## src/rtl/fetch_redirect_ctrl.sv

```systemverilog
`default_nettype none
// ============================================================================
// Module   : fetch_redirect_ctrl
// Purpose  : Flushes fetch, drains in-flight fetches, then sets the new PC and
//            pulses restart for branch and interrupt redirects.
// Options  : FETCH_REDIRECT_TIMEOUT_EN enables the FLUSH drain watchdog.
// Revision : 1.0 - initial release
// ============================================================================
module fetch_redirect_ctrl #(
  parameter int          OUTST_W       = 4,
  parameter logic [31:0] IRQ_BASE      = 32'h0000_0100,
  parameter int          DRAIN_TIMEOUT = 64
) (
  input  logic        iCLOCK,
  input  logic        inRESET,
  input  logic        iBRANCH_VALID,
  input  logic [31:0] iBRANCH_ADDR,
  output logic        oBRANCH_ACK,
  input  logic        iIRQ_VALID,
  input  logic [7:0]  iIRQ_VECTOR,
  output logic        oIRQ_ACK,
  input  logic        iFETCH_REQ,
  input  logic        iFETCH_ACK,
  output logic        oEXCEPTION_EVENT,
  output logic        oEXCEPTION_ADDR_SET,
  output logic [31:0] oEXCEPTION_ADDR,
  output logic        oEXCEPTION_RESTART,
  output logic        oBUSY,
  output logic        oCNT_ERR,
  output logic        oTIMEOUT
);

  typedef enum logic [1:0] {
    S_IDLE    = 2'd0,
    S_FLUSH   = 2'd1,
    S_SET     = 2'd2,
    S_RESTART = 2'd3
  } state_t;

  localparam logic [OUTST_W-1:0] CNT_MAX = '1;

  state_t             state;
  logic [OUTST_W-1:0] outst;
  logic [OUTST_W-1:0] outst_next;
  logic               cnt_err_hit;
  logic               drained;
  logic               tmo_fire;
  logic [31:0]        branch_tgt;
  logic [31:0]        irq_sum;
  logic [31:0]        irq_tgt;

  if (DRAIN_TIMEOUT < 1) begin : g_bad_drain_timeout
    $error("fetch_redirect_ctrl: DRAIN_TIMEOUT must be at least 1");
  end

  // Outstanding fetch tracking runs in every state, independent of the FSM.
  always_comb begin
    outst_next = outst;
    unique case ({iFETCH_REQ, iFETCH_ACK})
      2'b10:   if (outst != CNT_MAX) outst_next = outst + 1'b1;
      2'b01:   if (outst != '0)      outst_next = outst - 1'b1;
      default: outst_next = outst;
    endcase
  end

  assign cnt_err_hit = iFETCH_ACK && (outst == '0);
  assign drained     = (outst == '0) && !iFETCH_ACK;

  assign branch_tgt = {iBRANCH_ADDR[31:1], 1'b0};
  assign irq_sum    = IRQ_BASE + {22'd0, iIRQ_VECTOR, 2'b00};
  assign irq_tgt    = {irq_sum[31:1], 1'b0};

`ifdef FETCH_REDIRECT_TIMEOUT_EN
  localparam int               TMO_W    = $clog2(DRAIN_TIMEOUT + 1);
  localparam logic [TMO_W-1:0] TMO_LAST = TMO_W'(DRAIN_TIMEOUT - 1);

  logic [TMO_W-1:0] flush_cycles;

  assign tmo_fire = (state == S_FLUSH) && !drained && (flush_cycles == TMO_LAST);

  // Held at zero outside FLUSH so every FLUSH entry starts a fresh count.
  always_ff @(posedge iCLOCK or negedge inRESET) begin
    if (!inRESET) begin
      flush_cycles <= '0;
      oTIMEOUT     <= 1'b0;
    end else begin
      if (state != S_FLUSH) begin
        flush_cycles <= '0;
      end else if (!tmo_fire) begin
        flush_cycles <= flush_cycles + 1'b1;
      end
      if (tmo_fire) begin
        oTIMEOUT <= 1'b1;
      end
    end
  end
`else
  assign tmo_fire = 1'b0;
  assign oTIMEOUT = 1'b0;
`endif

  always_ff @(posedge iCLOCK or negedge inRESET) begin
    if (!inRESET) begin
      state               <= S_IDLE;
      outst               <= '0;
      oCNT_ERR            <= 1'b0;
      oBRANCH_ACK         <= 1'b0;
      oIRQ_ACK            <= 1'b0;
      oEXCEPTION_EVENT    <= 1'b0;
      oEXCEPTION_ADDR_SET <= 1'b0;
      oEXCEPTION_ADDR     <= 32'd0;
      oEXCEPTION_RESTART  <= 1'b0;
      oBUSY               <= 1'b0;
    end else begin
      oBRANCH_ACK         <= 1'b0;
      oIRQ_ACK            <= 1'b0;
      oEXCEPTION_ADDR_SET <= 1'b0;
      oEXCEPTION_RESTART  <= 1'b0;
      outst               <= tmo_fire ? '0 : outst_next;
      if (cnt_err_hit) begin
        oCNT_ERR <= 1'b1;
      end

      unique case (state)
        S_IDLE: begin
          oEXCEPTION_EVENT <= 1'b0;
          oBUSY            <= 1'b0;
          // Interrupt wins; a simultaneous branch simply stays pending.
          if (iIRQ_VALID) begin
            oEXCEPTION_ADDR  <= irq_tgt;
            oIRQ_ACK         <= 1'b1;
            oEXCEPTION_EVENT <= 1'b1;
            oBUSY            <= 1'b1;
            state            <= S_FLUSH;
          end else if (iBRANCH_VALID) begin
            oEXCEPTION_ADDR  <= branch_tgt;
            oBRANCH_ACK      <= 1'b1;
            oEXCEPTION_EVENT <= 1'b1;
            oBUSY            <= 1'b1;
            state            <= S_FLUSH;
          end
        end
        S_FLUSH: begin
          if (drained || tmo_fire) begin
            oEXCEPTION_ADDR_SET <= 1'b1;
            state               <= S_SET;
          end
        end
        S_SET: begin
          oEXCEPTION_EVENT   <= 1'b0;
          oEXCEPTION_RESTART <= 1'b1;
          state              <= S_RESTART;
        end
        S_RESTART: begin
          oBUSY <= 1'b0;
          state <= S_IDLE;
        end
        default: begin
          state <= S_IDLE;
        end
      endcase
    end
  end

endmodule
`default_nettype wire

```

## config.mk

```make
export PLATFORM = sky130hd
export DESIGN_NAME = fetch_redirect_ctrl
export DESIGN_NICKNAME = d
export VERILOG_FILES = /design/src/rtl/fetch_redirect_ctrl.sv
export SDC_FILE = /design/constraint.sdc
export NUM_CORES = 1
export LEC_CHECK = 0
export ABC_AREA = 1
export CORE_MARGIN = 3
export CORE_UTILIZATION = 35
export CTS_CLUSTER_SIZE = 40
export DETAILED_ROUTE_END_ITERATION = 16
export HOLD_SLACK_MARGIN = 0.02
export PLACE_DENSITY = 0.69
export SLEW_MARGIN = 20
export SYNTH_ARGS = -nofsm -noshare
export SYNTH_HDL_FRONTEND = slang
export SYNTH_SLANG_ARGS = --single-unit
```

## constraint.sdc

```tcl
create_clock -name iCLOCK -period 1.7 [get_ports iCLOCK]
set_input_delay 0.34 -clock iCLOCK [delete_from_list [all_inputs] [get_ports iCLOCK]]
set_output_delay 0.34 -clock iCLOCK [all_outputs]
set_load 0.01 [all_outputs]
```

# == Word-level counts from Yosys, hierarchy flattened ==
# Cells that the tools add are included.
# classes
add_sub_neg,3
multipliers,0
div,0
magnitude_cmp,0
n_eq_ne,10
shift,0
muxes,20
n_bitwise,0
reduce_logical,13
# op_table
cell,n
$mux 32,2
$add 9x10->11 const A,1
$mux 1,9
$mux 4,2
$pmux 2 s4,1
$pmux 4 s2,1
$reduce_bool 2->1,4
$eq 2x2->1 const B,3
$mux 2,3
$ne 2x2->1 const B,3
$add 4x1->4 const B,1
$eq 2x1->1 const B,2
$logic_not 4->1,1
$ne 4x4->1 const B,1
$pmux 1 s2,2
$reduce_and 2->1,2
$reduce_bool 4->1,1
$sub 4x1->4 const B,1
$ne 3x3->1 const B,1
$reduce_and 3->1,1
$logic_and 1x1->1,2
$logic_not 2->1,1
$logic_not 1->1,1
# totals
ff_bits,45
latchBits,0
ram_bits,0
mem_bits_ro,0
in_bits,46
mem_count,0

# == Logic depth before layout (Yosys ltp) ==
# Gate-level depths: netlist of the first run.
# depth
ltp_word,4
ltp_mapped,11
mapped_depth_nobuf,11

# == Worst setup path after synthesis of the first run ==
# Ideal clock, no wire load.
# synth_path
path_kind,reg-to-reg
startpoint,reg state[0]
endpoint,reg oEXCEPTION_ADDR[23]
setup_ns,0.121
arrival_ns,1.275
path_slack_ns,0.304
path_stages_with_launch,8
path_buffers,1
synth_period_minus_slack_ns,1.396
cell_sequence,dfrtp_1 -> inv_1 -> ha_1 -> nand2_1 -> nand2_2 -> inv_2 -> buf_6 -> a22o_1
# synth_between
elab_chain_len,2
# synth_lines
item,line,text
"start, declared",42,state_t state;
"start signal, assigned",104,state <= S_IDLE;
"start signal, assigned",134,state <= S_FLUSH;
"start signal, assigned",140,state <= S_FLUSH;
$logic_not 2->1,124,unique case (state)
$reduce_and 2->1 (no source line),-,
"end signal, assigned",130,oEXCEPTION_ADDR <= irq_tgt;
"end signal, assigned",136,oEXCEPTION_ADDR <= branch_tgt;
"end, declared",26,"output logic [31:0] oEXCEPTION_ADDR,"
# Every way passes these cells.
# A chain may end at the register's enable or synchronous reset.

# == Final worst setup path of the first run ==
# layout_path
startpoint,reg oEXCEPTION_ADDR[29]
endpoint,out oEXCEPTION_ADDR[29]
# No word-level cell between the ends.

==> results of run 1 <==
[flip-flops by register name, summed over array words and instances, names as in the netlist]
| register | count |
|---|---|
| oBRANCH_ACK | 1 |
| oEXCEPTION_ADDR | 31 |
| oEXCEPTION_EVENT | 1 |
| oBUSY | 1 |
| state | 2 |
| oIRQ_ACK | 1 |
| outst | 4 |
| oCNT_ERR | 1 |
| oEXCEPTION_ADDR_SET | 1 |
| oEXCEPTION_RESTART | 1 |
[synthesized netlist by cell type]
| cell | instances |
|---|---|
| a22o_1 | 22 |
| a31oi_1 | 8 |
| buf_4 | 5 |
| buf_6 | 2 |
| clkbuf_1 | 1 |
| conb_1 | 1 |
| dfrtp_1 | 44 |
| ha_1 | 6 |
| inv_1 | 14 |
| inv_2 | 1 |
| nand2_1 | 51 |
| nand2_2 | 1 |
| nand3_1 | 13 |
| nand4_1 | 1 |
| nor2_1 | 13 |
| nor2_2 | 1 |
| nor3b_1 | 1 |
| o21ai_0 | 1 |
| o21ai_1 | 1 |
| o21ai_2 | 1 |
| o21bai_1 | 1 |
| o31ai_1 | 1 |
| or2_2 | 1 |
| xnor2_1 | 1 |
[worst paths after layout]
check                                          from                   to  cells after the start
worst min-delay path                        inRESET             oCNT_ERR                      1
max in group asynchronous                   inRESET  oEXCEPTION_ADDR[24]                      2
worst min register to register             oCNT_ERR             oCNT_ERR                      1
worst max-delay path            oEXCEPTION_ADDR[29]  oEXCEPTION_ADDR[29]                      1
worst max register to register             state[0]  oEXCEPTION_ADDR[27]                      6
min in group iCLOCK                        oCNT_ERR             oCNT_ERR                      1
[per-layer routing]
| metal | up-vias | global-route usage | share of wire | wire (µm) |
|---|---|---|---|---|
| li1 | 820 | - | - | - |
| met2 | 55 | 0.234 | 0.45 | 1980 |
| met4 | 0 | 0.0422 | 0.0077 | 34 |
| met3 | 4 | 0.0437 | 0.078 | 344 |
| met5 | - | 0 | 0 | 0 |
| met1 | 739 | 0.181 | 0.47 | 2050 |
[per-stage QoR]
stage	total power [µW]	hold slack, ns	setup slack [ns]	instances
final	5030	0.0214	0.150	352
after global routing	5410	0.0461	0.0143	352
after CTS	5110	0.0270	0.126	352
after detailed placement	4010	0.350	0.0106	344
after global placement	3970	0.357	0.0550	344
after floorplan	2920	0.0444	0.304	193
[cells by family (layout without fill, tap and decap cells)]
| logic type | Yosys count | after routing | share of synthesized area |
|---|---|---|---|
| AO/OA/AOI/OAI | 35 | 35 | 0.144 |
| adder cells (fa/ha/maj) | 6 | 6 | 0.0390 |
| XOR/XNOR | 1 | 1 | 0.00456 |
| buffers and inverters | 23 | 112 | 0.0625 |
| flip-flops | 44 | 44 | 0.573 |
| other | 1 | 2 | 0.00195 |
| AND/OR/NAND/NOR | 82 | 82 | 0.176 |
[power by group through the flow]
stage | clock network (µW) | logic (µW) | registers [µW]
after floorplan | 0 | 977 | 1940
after global placement | 0 | 2190 | 1780
after detailed placement | 0 | 2220 | 1790
after CTS | 1110 | 2230 | 1770
after global routing | 1150 | 2420 | 1840
final | 1080 | 2190 | 1760
[area by class of cell]
type	count	area (µm²)	area share
clock buffers	5	68.8	0.0229
well taps	70	87.6	0.0292
repair buffers	89	893	0.298
clock inverters	3	90.1	0.0300
inverters	15	56.3	0.0188
multi-input cells	126	706	0.235
flip-flops and latches	44	1100	0.367
==> results.md, run 1 <==
* Crit start category: flip-flop
* Switching power at 1610 µW
* CP max FO at 2
* Pwr dens at 1680 nW/µm²
* Nets at between 300 and 400
* CP Capture Type: output pin
* Pint at 3420 µW
* Routed WL at between 4000 and 5000 µm
* RSZ-0062 raised after global routing: false
* Core area at 5200 µm²
* Clock Sinks at 44
* Gr ovfl total at 0
* R2R Setup Slk at 0.16 ns
* Crit-path slowest cell: clkdlybuf4s50_1
* Area growth, synth to finish at 56.1%
* Initial Utilization at 0.369
* YS warnings at 0
* Post-route DRC at 0
* Maxcap violations at 0
* Outcome: finished, final reports clean
* Worst-margin pin slew at approximately 0.54 ns
* Syn Area/Cell at ~10 µm²
* Cts bufs inserted at 5
* CTS max path bufs at 2
* Crit path kind: flip-flop to output pin
* Clock power share at 0.214
* CTS tree: built
* DR pass1 iterations at 4
* DP Area at between 2000 and 3000 µm²
* Post-detail-place hpwl at between 3000 and 4000 µm
* DIE WIDTH at about 80 µm
* First-pass GRT wire length at roughly 7200 µm
* Synth area leaders: dfrtp_1 57%, a22o_1 10%, nand2_1 10%
* Io pins at 86
* Hold-fix buffers at CTS at 0
* Setup TNS at 0 ns
* WP buf/inv at 1
* WP data arrival at around 1.2 ns
* Max IR drop VDD at approximately 0.90 mV
* Setup Viol. Count Final at 0
* Netlist cell types at 24
* Largest net degree at the start of global routing at 25
* Clock Pin Slew Worst Setup and Hold Paths at roughly 0.080 ns
* # resized after CTS at 0
* # rows at 26
* Final ANT Viol Nets at 0
* Initial antenna violation count at 0
* Minimum clock period at roughly 1.5 ns
* Fmax at 645 MHz
* Cell area after layout at about 3000 µm²
* Initial DRC Count at 30
* Die H at approximately 80 µm
* Fillers at 476
* Slew headroom at 0.641
* Via Count at between 1500 and 2000
* Fraction of layout cells with a size suffix above 1 at 0.0745
* Synth area leader: dfrtp_1
* FF+latch count, synth at 44
* # port buffers at between 80 and 90
* Synthesized area at a little under 2000 µm²
* Switching Share at 0.320
* Worst path max stage delay at between 0.5 and 0.6 ns
* Worst Hold Class: input pin to asynchronous set/reset pin
* N_diodes at 0
* Clock Latency Late Sink at 0.29 ns
* Vias in the first global route at 1574
* Top-area cell type share of the netlist area at 0.573
* Leakage dissipation at between 0.001 and 0.0015 µW
* Sequential-to-total area share from yosys stat at 0.573
* Routability-driven placement congestion ratio at between 0.8 and 0.9
* WP data required at about 1.4 ns
* Commonest non-fill, non-tap cells in the layout: 81 x clkdlybuf4s50_1, 51 x nand2_1, 44 x dfrtp_1
* Die area at about 6400 µm²
* Sequential group share of total power at 0.351
* Core Util, Final at 0.577
* Final hold violations at 0
* Gate power share at 0.435
* Vias per cell at roughly 4.6
* Drt wl/cell at about 13 µm
* Crit path cell chain: clkdlybuf4s50_1
* Gr usage total at 0.143
* H-tree Lvls at 2
* Post-CTS Setup Repair Bufs at 0
* Clock Skew at 0.00434 ns
* Crit path max-delay family: buffers and inverters
* Tcrit/Tclk final at 0.912
* Commonest non-fill, non-tap cell in the layout: clkdlybuf4s50_1
* Slew Limit Fails at 0
* Synth Instances at roughly 190
* Clock Tree Root: clkbuf_8
Note: power is estimated with default switching activity, not from simulation.
==> inputs of run 2 (changes only) <==
Settings changed: CORE_UTILIZATION 35 to 41, PLACE_DENSITY 0.69 to 0.79.
==> results.md, run 2 (same netlist as run 1, synthesis figures left out) <==
* Largest net degree at the start of global routing at 27 (+8.0%)
* Post-detail-place hpwl at 3360 µm (+1.8%)
* Biggest regs: oEXCEPTION_ADDR: 31 flops, outst: 4 flops, state: 2 flops
* Vias in the first global route at 1576 (+0.13%)
* Final hold violations at 0 (unchanged)
* Clock Latency Late Sink at 0.29 ns (about the same)
* Crit start category: flip-flop
* CP Capture Type: output pin
* Crit path cell chain: clkdlybuf4s50_1
* Worst Hold Class: flip-flop to flip-flop
* Clock Skew at 0.00926 ns (+0.00492 ns)
* Commonest non-fill, non-tap cells in the layout: 81 x clkdlybuf4s50_1, 51 x nand2_1, 44 x dfrtp_1
* Tcrit/Tclk final at 0.914 (+0.00213)
* Gr usage total at 0.163 (+0.0198)
* N_diodes at 0 (unchanged)
* Cts bufs inserted at 5 (unchanged)
* Area growth, synth to finish at 52.1%
* Leakage dissipation at 0.00138 µW (-2.1%)
* Pwr dens at 1590 nW/µm² (-5.1%)
* Hold slack at 0.486 ns (+0.464 ns)
* Slew Limit Fails at 0 (unchanged)
* Final ANT Viol Nets at 0 (unchanged)
* Max reg flops at 31 (unchanged)
* Hold-fix buffers at CTS at 1 (+1)
* Max IR drop VDD at 0.728 mV (-19%)
* # rows at 24 (-7.7%)
* Drt wl/cell at 13.5 µm (+8.0%)
* Core area at 4440 µm² (-15%)
* First-pass GRT wire length at 6930 µm (-4.1%)
* # port buffers at 82 (unchanged)
* CTS tree: built
* Final Instance Count excl. Fillers at 335 (-4.8%)
* RSZ-0062 raised after global routing: false
* Clock Sinks at 44 (unchanged)
* Routability-driven placement congestion ratio at 0.825 (-1.6%)
* Setup TNS at 0 ns (unchanged)
* Routed WL at 4530 µm (+2.8%)
* Setup Viol. Count Final at 0 (unchanged)
* Initial antenna violation count at 0 (unchanged)
* Worst R2R Path Depth at 6 (unchanged)
* Switching Share at 0.350 (+0.0308)
* DIE WIDTH at 74.5 µm (-7.0%)
* Post-CTS Setup Repair Bufs at 0 (unchanged)
* CTS max path bufs at 2 (unchanged)
* Nets at 334 (+0.30%)
* Crit path max-delay family: buffers and inverters
* Switching power at 1630 µW (+1.4%)
* Via Count at 1623 (+0.31%)
* H-tree Lvls at 2 (unchanged)
* Pint at 3020 µW (-12%)
* Initial DRC Count at 47 (+57%)
* WP data arrival at 1.21 ns (about the same)
* Maxcap violations at 0 (unchanged)
* RR Endpoint: oEXCEPTION_ADDR[14]
* Clock power share at 0.144 (-0.070)
* Fraction of layout cells with a size suffix above 1 at 0.0707 (-0.00380)
* CP max FO at 2 (unchanged)
* Vias per cell at 4.84 (+5.4%)
* Minimum clock period at 1.55 ns (+0.00363 ns)
* Clock Tree Root: clkbuf_8
* DR pass1 iterations at 4 (unchanged)
* WP buf/inv at 1 (unchanged)
* Sequential group share of total power at 0.381 (+0.030)
* WP data required at 1.36 ns (about the same)
* Initial Utilization at 0.433 (+0.0632)
* Die area at 5550 µm² (-14%)
* Fmax at 644 MHz (-0.23%)
* Clock Pin Slew Worst Setup and Hold Paths at 0.08 ns (about the same)
* Die H at 74.5 µm (-7.0%)
* Post-route DRC at 0 (unchanged)
* Gate power share at 0.474 (+0.039)
* Fillers at 356 (-25%)
* Worst path max stage delay at 0.56 ns (about the same)
* Crit-path slowest cell: clkdlybuf4s50_1
* Gr ovfl total at 0 (unchanged)
* # resized after CTS at 0 (unchanged)
* Reg with most FFs: oEXCEPTION_ADDR
* Dpl cells at 326 (-5.2%)
* Io pins at 86 (unchanged)
* Outcome: finished, final reports clean
* R2r startpoint: state[0]
* HP Start: oCNT_ERR
* Commonest non-fill, non-tap cell in the layout: clkdlybuf4s50_1
* Hold path depth at 1
* Worst Hold Path EP: oCNT_ERR
* Crit path kind: flip-flop to output pin
* R2R Setup Slk at 0.18 ns (+0.02 ns)
-- run 2: changes by cell type in the layout (fill, tap and decap cells not counted) --
cell and change:
clkbuf_1 +1, dlygate4sd3_1 +1, bufinv_16 -3, clkbuf_8 +1, clkinvlp_4 +1
-- run 2: power groups by stage --
stage / logic (µW) / clock network, µW / registers, µW
after floorplan: 977 / 0 / 1940
after global placement: 2170 / 0 / 1770
after detailed placement: 2230 / 0 / 1790
after CTS: 2240 / 695 / 1780
after global routing: 2430 / 737 / 1830
final: 2210 / 672 / 1770
-- run 2: cell type report --
| cell class | instances | area (µm²) | share of cell area |
|---|---|---|---|
| clock inverter | 1 | 7.51 | 0.00257 |
| timing repair buffer | 90 | 903 | 0.309 |
| sequential | 44 | 1100 | 0.376 |
| clock buffer | 7 | 86.3 | 0.0295 |
| tap | 52 | 65.1 | 0.0222 |
| multi-input combinational | 126 | 706 | 0.241 |
| inverter | 15 | 56.3 | 0.0192 |
-- run 2: metrics by stage --
stage | utilization | worst slack (ns) | cell area [µm²] | total power, µW
4_1_cts | 0.658 | 0.137 | 2930 | 4710
2_1_floorplan | - | 0.304 | 1930 | 2920
6_report | 0.658 | 0.146 | 2930 | 4650
5_1_grt | 0.658 | 0.0752 | 2930 | 5000
3_5_place_dp | 0.635 | 0.0228 | 2820 | 4020
3_3_place_gp | 0.635 | 0.0642 | 2820 | 3950
-- run 2: worst max-delay path by stage --
stage                     cells past startpoint                  end                 from
after floorplan                               7  oEXCEPTION_ADDR[23]             state[0]
after global placement                       12             outst[2]           iFETCH_REQ
after detailed placement                     12             outst[2]           iFETCH_REQ
after CTS                                     1  oEXCEPTION_ADDR[30]  oEXCEPTION_ADDR[30]
after global routing                          6  oEXCEPTION_ADDR[14]             state[1]
final                                         1  oEXCEPTION_ADDR[30]  oEXCEPTION_ADDR[30]
-- run 2: worst register-to-register path, stage by stage (launching register included) --
cell and delay [ns]:
dfrtp_1 0.39, inv_1 0.08, ha_1 0.25, nand2_1 0.12, nand2_2 0.07, inv_2 0.31, a22o_1 0.22
-- run 2: routing by layer --
metal | track usage | routed length, µm
met5 | 0 | 0
met4 | 0.0514 | 35
met3 | 0.0446 | 336
met2 | 0.271 | 2210
met1 | 0.206 | 1950
==> inputs of run 3 (changes only) <==
Settings changed: CAP_MARGIN set to 25, CTS_CLUSTER_SIZE 40 to 24.
==> results of run 3 <==
Final layout, timing and power as in run 2 (identical DEF).
